`config.mk`:
```
export PLATFORM = sky130hd
export DESIGN_NAME = s2p_flat
export DESIGN_NICKNAME = d
export VERILOG_FILES = /design/src/rtl/safe_pkg.sv /design/src/rtl/s2p_if.sv /design/src/rtl/s2p.sv /design/src/flat_wrapper.sv
export SDC_FILE = /design/constraint.sdc
export NUM_CORES = 1
export LEC_CHECK = 0
export ABC_AREA = 1
export BUFFER_PORTS_ARGS = -buffer_cell sky130_fd_sc_hd__buf_4
export CORE_AREA = 2 2 39 41
export CTS_CLUSTER_DIAMETER = 30
export DETAILED_ROUTE_END_ITERATION = 10
export DIE_AREA = 0 0 41 43
export HOLD_SLACK_MARGIN = 0.06
export MAX_ROUTING_LAYER = met4
export PLACE_DENSITY = 0.78
export SYNTH_ARGS = -nofsm -noshare
export SYNTH_HDL_FRONTEND = slang
export SYNTH_SLANG_ARGS = --single-unit
```
`constraint.sdc`:
```
create_clock -name clk -period 1.3 [get_ports clk]
set_input_delay 0.13 -clock clk [delete_from_list [all_inputs] [get_ports clk]]
set_output_delay 0.13 -clock clk [all_outputs]
set_load 0.005 [all_outputs]
```
`src/rtl/safe_pkg.sv`:
```
// Shared types and constants for the safe datapath (p2s / s2p).
package safe_pkg;

  typedef enum logic {COLLECT = 1'b0, STALL = 1'b1} s2p_state_t;

  localparam int DIGIT_W = 4;

endpackage

```
`src/rtl/s2p_if.sv`:
```
// Serial-in and parallel-out handshake bundle for the s2p deserializer.
interface s2p_if #(parameter int N = safe_pkg::DIGIT_W);

  logic         svalid;
  logic         sdata;
  logic         sready;
  logic         pvalid;
  logic [N-1:0] pdata;
  logic         pready;

  // master is the environment side: it produces serial bits and consumes words
  modport master (output svalid, sdata, pready, input sready, pvalid, pdata);
  modport slave  (input svalid, sdata, pready, output sready, pvalid, pdata);

endinterface

```
`src/rtl/s2p.sv`:
```
// MSB-first serial-to-parallel deserializer with a one-word output buffer.
// state   | meaning
// COLLECT | shifting serial bits in; sready = 1
// STALL   | completed word parked in sreg, obuf still held; sready = 0
module s2p
  import safe_pkg::*;
#(
  parameter int N = DIGIT_W
) (
  input  logic  clk,
  input  logic  rstn,
  s2p_if.slave  bus
);

  localparam int            CW   = $clog2(N);
  localparam logic [CW-1:0] LAST = CW'(N - 1);

  s2p_state_t    r_state, w_state_nx;
  logic [N-1:0]  r_sreg, w_sreg_nx;
  logic [N-1:0]  r_obuf, w_obuf_nx;
  logic [CW-1:0] r_cnt, w_cnt_nx;
  logic          r_pvalid, w_pvalid_nx;
  logic [N-1:0]  w_word;
  logic          w_accept;
  logic          w_drain;

  assign w_word   = {r_sreg[N-2:0], bus.sdata};
  assign w_accept = bus.svalid && (r_state == COLLECT);
  assign w_drain  = r_pvalid && bus.pready;

  always_comb begin
    w_state_nx  = r_state;
    w_sreg_nx   = r_sreg;
    w_cnt_nx    = r_cnt;
    w_obuf_nx   = r_obuf;
    w_pvalid_nx = r_pvalid;
    case (r_state)
      COLLECT: begin
        if (w_drain)
          w_pvalid_nx = 1'b0;
        if (w_accept) begin
          if (r_cnt != LAST) begin
            w_sreg_nx = w_word;
            w_cnt_nx  = r_cnt + 1'b1;
          end else begin
            w_cnt_nx = '0;
            // a draining buffer can take the new word on the same edge, no bubble
            if (!r_pvalid || bus.pready) begin
              w_obuf_nx   = w_word;
              w_pvalid_nx = 1'b1;
            end else begin
              w_sreg_nx  = w_word;
              w_state_nx = STALL;
            end
          end
        end
      end
      STALL: begin
        if (bus.pready) begin
          w_obuf_nx   = r_sreg;
          w_pvalid_nx = 1'b1;
          w_state_nx  = COLLECT;
        end
      end
    endcase
  end

  always_ff @(posedge clk or negedge rstn) begin
    if (!rstn) r_state <= COLLECT;
    else       r_state <= w_state_nx;
  end

  always_ff @(posedge clk or negedge rstn) begin
    if (!rstn) begin
      r_sreg <= '0;
      r_cnt  <= '0;
    end else begin
      r_sreg <= w_sreg_nx;
      r_cnt  <= w_cnt_nx;
    end
  end

  always_ff @(posedge clk or negedge rstn) begin
    if (!rstn) begin
      r_obuf   <= '0;
      r_pvalid <= 1'b0;
    end else begin
      r_obuf   <= w_obuf_nx;
      r_pvalid <= w_pvalid_nx;
    end
  end

  assign bus.sready = (r_state == COLLECT);
  assign bus.pvalid = r_pvalid;
  assign bus.pdata  = r_obuf;

endmodule

```
`src/flat_wrapper.sv`:
```
// flat-port wrapper written by rule: the top's interface ports become plain ports
module s2p_flat import safe_pkg::*;
#(
  parameter int N = DIGIT_W
)
  (clk, rstn, bus_svalid, bus_sdata, bus_pready, bus_sready, bus_pvalid, bus_pdata);
  s2p_if #(.N(N)) bus_i ();
  input  logic clk;
  input  logic rstn;
  input wire logic [$bits(bus_i.svalid)-1:0] bus_svalid;
  input wire logic [$bits(bus_i.sdata)-1:0] bus_sdata;
  input wire logic [$bits(bus_i.pready)-1:0] bus_pready;
  output wire logic [$bits(bus_i.sready)-1:0] bus_sready;
  output wire logic [$bits(bus_i.pvalid)-1:0] bus_pvalid;
  output wire logic [$bits(bus_i.pdata)-1:0] bus_pdata;
  assign bus_i.svalid = bus_svalid;
  assign bus_i.sdata = bus_sdata;
  assign bus_i.pready = bus_pready;
  assign bus_sready = bus_i.sready;
  assign bus_pvalid = bus_i.pvalid;
  assign bus_pdata = bus_i.pdata;
  s2p #(.N(N)) u_core (.clk(clk), .rstn(rstn), .bus(bus_i));
endmodule
```
# [Word-level counts from Yosys, hierarchy flattened]
# Index checks and enable logic that the tools add are counted.
[totals] regBits=12 in_bits=5 out_inout_bits=6 word_cells=39
[classes] add_sub_neg=1 n_eq_ne=6 muxes=19 bitwise=1 n_reduce_logical=7
[op_table] operator="2-to-1 mux 4 bit" count=6
[op_table] operator="2-to-1 mux 1 bit" count=9
[op_table] operator="one-hot mux 4 bit (2 select lines)" count=1
[op_table] operator="inequality test 2 x 1 -> 1 bit (second input constant)" count=3
[op_table] operator="inequality test 2 bit (second input constant)" count=3
[op_table] operator="one-hot mux 1 bit (2 select lines)" count=2
[op_table] operator="AND reduction 4 bit" count=1
[op_table] operator="AND reduction 3 bit" count=1
[op_table] operator="adder 2 x 1 -> 2 bit (second input constant)" count=1
[op_table] operator="logical AND 1 bit" count=2
[op_table] operator="2-to-1 mux 2 bit" count=1
[op_table] operator="AND reduction 2 bit" count=1
[op_table] operator="logical NOT 1 bit" count=1
[op_table] operator="logical OR 1 bit" count=1
[op_table] operator="NOT 1 bit" count=1

# [Depth between registers and ports, before layout]
[logic_depth] depth_word=6 ltp_mapped=6 depth_no_buf=6

# [Worst setup path after synthesis]
# Ideal clock, no wire load.
[synth_timing] path_type="register to register" startpoint="reg u_core.r_cnt[0]" endpoint="reg u_core.r_cnt[0]" setup_ns=0.077 arrival_time_ns=0.969 required_time_ns=1.223 setup_slack_ns=0.254 stages_incl_launch_ff=4 n_path_buf=0 synth_period_minus_slack_ns=1.046 path_cell_list="dfrtp_1 ha_1 or2_2 a21oi_1"
[synth_between] elab_chain_len=2 elab_cells_between_ends=3 classes_between="1 x add/sub; 1 x eq/ne; 1 x mux"
[synth_lines] element="from (decl)" line_no="s2p.sv:21" text="logic [CW-1:0] r_cnt, w_cnt_nx;"
[synth_lines] element="from (signal assigned)" line_no="s2p.sv:79" text="r_cnt <= w_cnt_nx;"
[synth_lines] element="adder 2 x 1 -> 2 bit or inequality test 2 bit (tied branches)" line_no="s2p.sv:44, s2p.sv:42"
[synth_lines] element="2-to-1 mux 2 bit *" line_no="s2p.sv:42" text="if (r_cnt != LAST) begin"
# Mark *: on every way between the ends. The rest lies on a longest branch, timed or not.
# A chain may end at the register's enable or synchronous reset.

# [Worst setup path after layout]
[layout_timing] startpoint="reg u_core.r_state" endpoint="out bus_sready"
[layout_between] elab_chain_len=1
[layout_lines] element="from (decl)" line_no="s2p.sv:18" text="s2p_state_t r_state, w_state_nx;"
[layout_lines] element="from (signal assigned)" line_no="s2p.sv:70" text="else r_state <= w_state_nx;"
[layout_lines] element="NOT 1 bit (no source line)"
[layout_lines] element="to (decl)" line_no="flat_wrapper.sv:13" text="output wire logic [$bits(bus_i.sready)-1:0] bus_sready;"
# Every way passes these cells.

==> impl_results.rst <==
.. list-table::
   :header-rows: 1

   * - Metric
     - Value
   * - Result of the run
     - complete, no violations
   * - Sum of negative setup slack
     - 0 ps
   * - Fillers
     - 120
   * - Yosys top cell area share
     - 0.492
   * - Sequential-to-total area share from yosys stat
     - 0.492
   * - Worst setup slack after placement
     - 130 ps
   * - CP Capture Type
     - primary output
   * - Met1 Wirelength
     - 490 um
   * - Share of the cycle needed by the critical path after routing
     - 0.934
   * - Layout Area Growth over Synthesis
     - 19.3%
   * - Yosys warns
     - 0
   * - Antenna violations before repair
     - 0
   * - Total length of routed met3 wires
     - 43 um
   * - Post-synthesis instance area
     - 611 sq um
   * - Worst hold path startpoint
     - bus_sdata
   * - LEAKAGE
     - 0.390 nW
   * - PnR worst setup slack
     - 86.1 ps
   * - Synth area leaders
     - sky130_fd_sc_hd__dfrtp_1 (49%), sky130_fd_sc_hd__nand2_1 (22%), sky130_fd_sc_hd__nand3_1 (6.6%)
   * - Cell Count, Final, Fillers Out
     - 100
   * - Average instance area after synthesis
     - 8.60 sq um
   * - All-Layer GR Usage
     - 0.176
   * - Worst voltage drop across the vdd grid
     - 0.825 mV
   * - TritonCTS clock tree
     - yes
   * - CTS Root Buffer Type
     - sky130_fd_sc_hd__clkbuf_4
   * - Share of layout cells above drive strength 1
     - 0.238
   * - Max-capacitance violation count
     - 0
   * - DRC marker count from the first detailed-route iteration
     - 3
   * - CP Data Arrival Time
     - 1080 ps
   * - Vertical die dimension
     - 43 um
   * - CORE AREA
     - 1380 sq um
   * - Boundary pin count
     - 11
   * - Initial core utilization
     - 0.441
   * - Port bufs
     - 10
   * - Uppermost layer routed
     - met4
   * - Relative slew slack
     - 0.840
   * - Hold depth
     - 3
   * - PwrDens
     - 1890 nW/um^2
   * - Length of routed met2 wiring
     - 521 um
   * - Setup slack on the worst flop-to-flop path
     - 160 ps
   * - Post-Synth Adder-Cell Area
     - 0.0410
   * - Mean routed wirelength per cell
     - 10.9 um
   * - Gr ovfl total
     - 0
   * - Flop and latch count out of synthesis
     - 12
   * - Worst endpoint required time
     - 1170 ps
   * - Combinational family with the most area after synthesis
     - simple AND/OR/NAND/NOR gates
   * - Via density per instance
     - 4.97
   * - Synth Area in Simple Gates
     - 0.367
   * - Fin Clk Skew
     - 5.29 ps
   * - Vias in the first global route
     - 465
   * - Antenna diode instance count
     - 0
   * - Achievable frequency
     - 824 MHz
   * - Final critical delay including setup and external delays
     - 1210 ps
   * - Least-Margin Pin Slew
     - 241 ps
   * - Detailed-route via count
     - 497
   * - Iteration count of the initial detailed-routing pass
     - 4
   * - Share of synthesized area spent on multiplexers
     - 0
   * - Compound-cell area share of the yosys netlist
     - 0.0635
   * - Net count of the finished layout
     - 93
   * - Number of placement rows
     - 14
   * - Die boundary width
     - 41 um
   * - Capturing point of the worst reg2reg path
     - u_core.r_sreg[3]
   * - Post-route ant nets
     - 0
   * - Worst hold path class
     - input pin to flip-flop
   * - Clock Sinks
     - 12
   * - Dpl cells
     - 96
   * - Number of buffers created by CTS
     - 3
   * - H-tree lvl count
     - 1
   * - Setup CP Type
     - flip-flop to primary output
   * - Mapped Nets
     - 78
   * - Setup repair after global routing missed its margin
     - no
   * - CTS clk-pin slew, worst paths
     - 70 ps
   * - Endpoints failing hold
     - 0
   * - Final wirelength
     - 1.09 mm
   * - First-pass GRT wire length
     - 1.95 mm
   * - Synthesized instance count
     - 71
   * - Post-route core utilization
     - 0.526
   * - Insertion delay of the later-clocked pin in the worst-skew pair
     - 280 ps
   * - Synth Area in XOR/XNOR
     - 0
   * - Sink of the worst hold path
     - u_core.r_sreg[0]
   * - Number of pins exceeding their max-slew limit in the final report
     - 0
   * - Pin count of the biggest net entering global routing
     - 13
   * - Dpl hpwl
     - 841 um
   * - Total setup violations reported at the end of the flow
     - 0
   * - Number of library cell types mapped by synthesis
     - 15
   * - Die ar.
     - 1760 sq um
   * - Largest area contributor in the synthesized netlist
     - sky130_fd_sc_hd__dfrtp_1
   * - Setup crit start kind
     - flip-flop
   * - Worst Reg2Reg Path Length in Cells
     - 5
   * - Buffer levels on the longest clock path
     - 2
   * - Final weighted congestion of routability-driven global placement
     - 0.781
   * - Worst reg2reg path startpoint
     - u_core.r_cnt[0]
   * - Critical Path Fanout Max
     - 8
   * - Detailed-route DRC error count
     - 0
-- metal layers --
| metal | track usage | vias up |
|---|---|---|
| li1 | - | 254 |
| met1 | 0.197 | 228 |
| met2 | 0.259 | 10 |
| met3 | 0.0471 | 5 |
| met4 | 0.120 | 0 |
| met5 | - | - |
-- worst max-delay path, stage by stage (launching register included) --
cell and delay, ps:
sky130_fd_sc_hd__dfrtp_2 500, sky130_fd_sc_hd__inv_2 170, sky130_fd_sc_hd__buf_4 130
-- cells in the final DEF, fill, tap and decap left out, drive strengths merged --
cell / n
a21oi: 2
buf: 10
clkbuf: 3
dfrtp: 12
dlygate4sd3: 1
ha: 2
inv: 3
nand2: 37
nand3: 8
nor2: 2
o211ai: 1
o21ai: 2
or2: 1
-- registers in the layout, indices dropped and copies added (netlist names) --
name and cells:
u_core.bus.pdata 4, u_core.bus.pvalid 1, u_core.r_cnt 2, u_core.r_sreg 4, u_core.r_state 1
-- logic make-up after synthesis --
kind of cell,after synthesis
AND/OR/NAND/NOR,48
flip-flops,12
AO/OA/AOI/OAI,5
buffers and inverters,4
adder cells (fa/ha/maj),2
-- cell usage after synthesis --
master                     count
sky130_fd_sc_hd__a21oi_1       2
sky130_fd_sc_hd__buf_6         1
sky130_fd_sc_hd__dfrtp_1      12
sky130_fd_sc_hd__ha_1          2
sky130_fd_sc_hd__inv_1         2
sky130_fd_sc_hd__inv_2         1
sky130_fd_sc_hd__nand2_1      35
sky130_fd_sc_hd__nand2_4       2
sky130_fd_sc_hd__nand3_1       8
sky130_fd_sc_hd__nor2_1        1
sky130_fd_sc_hd__nor2_8        1
sky130_fd_sc_hd__o211ai_1      1
sky130_fd_sc_hd__o21ai_0       1
sky130_fd_sc_hd__o21ai_4       1
sky130_fd_sc_hd__or2_2         1
-- where the power goes --
part,total (mW),switching (mW),internal (mW)
Combinational,0.492,0.253,0.239
Clock,0.231,0.124,0.108
Sequential,0.655,0.130,0.526
-- per-stage QoR --
step	hold slack [ps]	power (mW)	cell area, sq um
detailed placement	-22.9	1.16	694
finish	121	1.38	728
floorplan	-166	0.957	611
CTS	119	1.39	728
global route	140	1.51	728
global placement	-23.1	1.14	694
-- timing repair --
action | 4_1_cts | 5_1_grt
buffers inserted | 0 | 0
endpoints found under the hold margin | 12 | 0
resized for setup | 1 | 0
setup endpoints to repair | 1 | 0
hold buffers | 1 | 0
-- final cells by class --
cell class / instances / area, sq um / area share
tap: 16 / 20.0 / 0.0275
timing repair buffer: 11 / 85.1 / 0.117
inverter: 3 / 11.3 / 0.0155
multi-input combinational: 55 / 288 / 0.395
clock buffer: 3 / 22.5 / 0.0309
sequential: 12 / 302 / 0.414
-- how the worst max path moves through the flow --
stage                                from                   to  slack (ps)
after floorplan           u_core.r_cnt[0]      u_core.r_cnt[0]         250
after global placement     u_core.r_state  u_core.bus.pdata[0]         170
after detailed placement   u_core.r_state  u_core.bus.pdata[0]         130
after CTS                  u_core.r_state           bus_sready          90
after global routing      u_core.r_cnt[0]     u_core.r_sreg[1]          30
final                      u_core.r_state           bus_sready          90
Note: power is estimated with default switching activity, not from simulation.
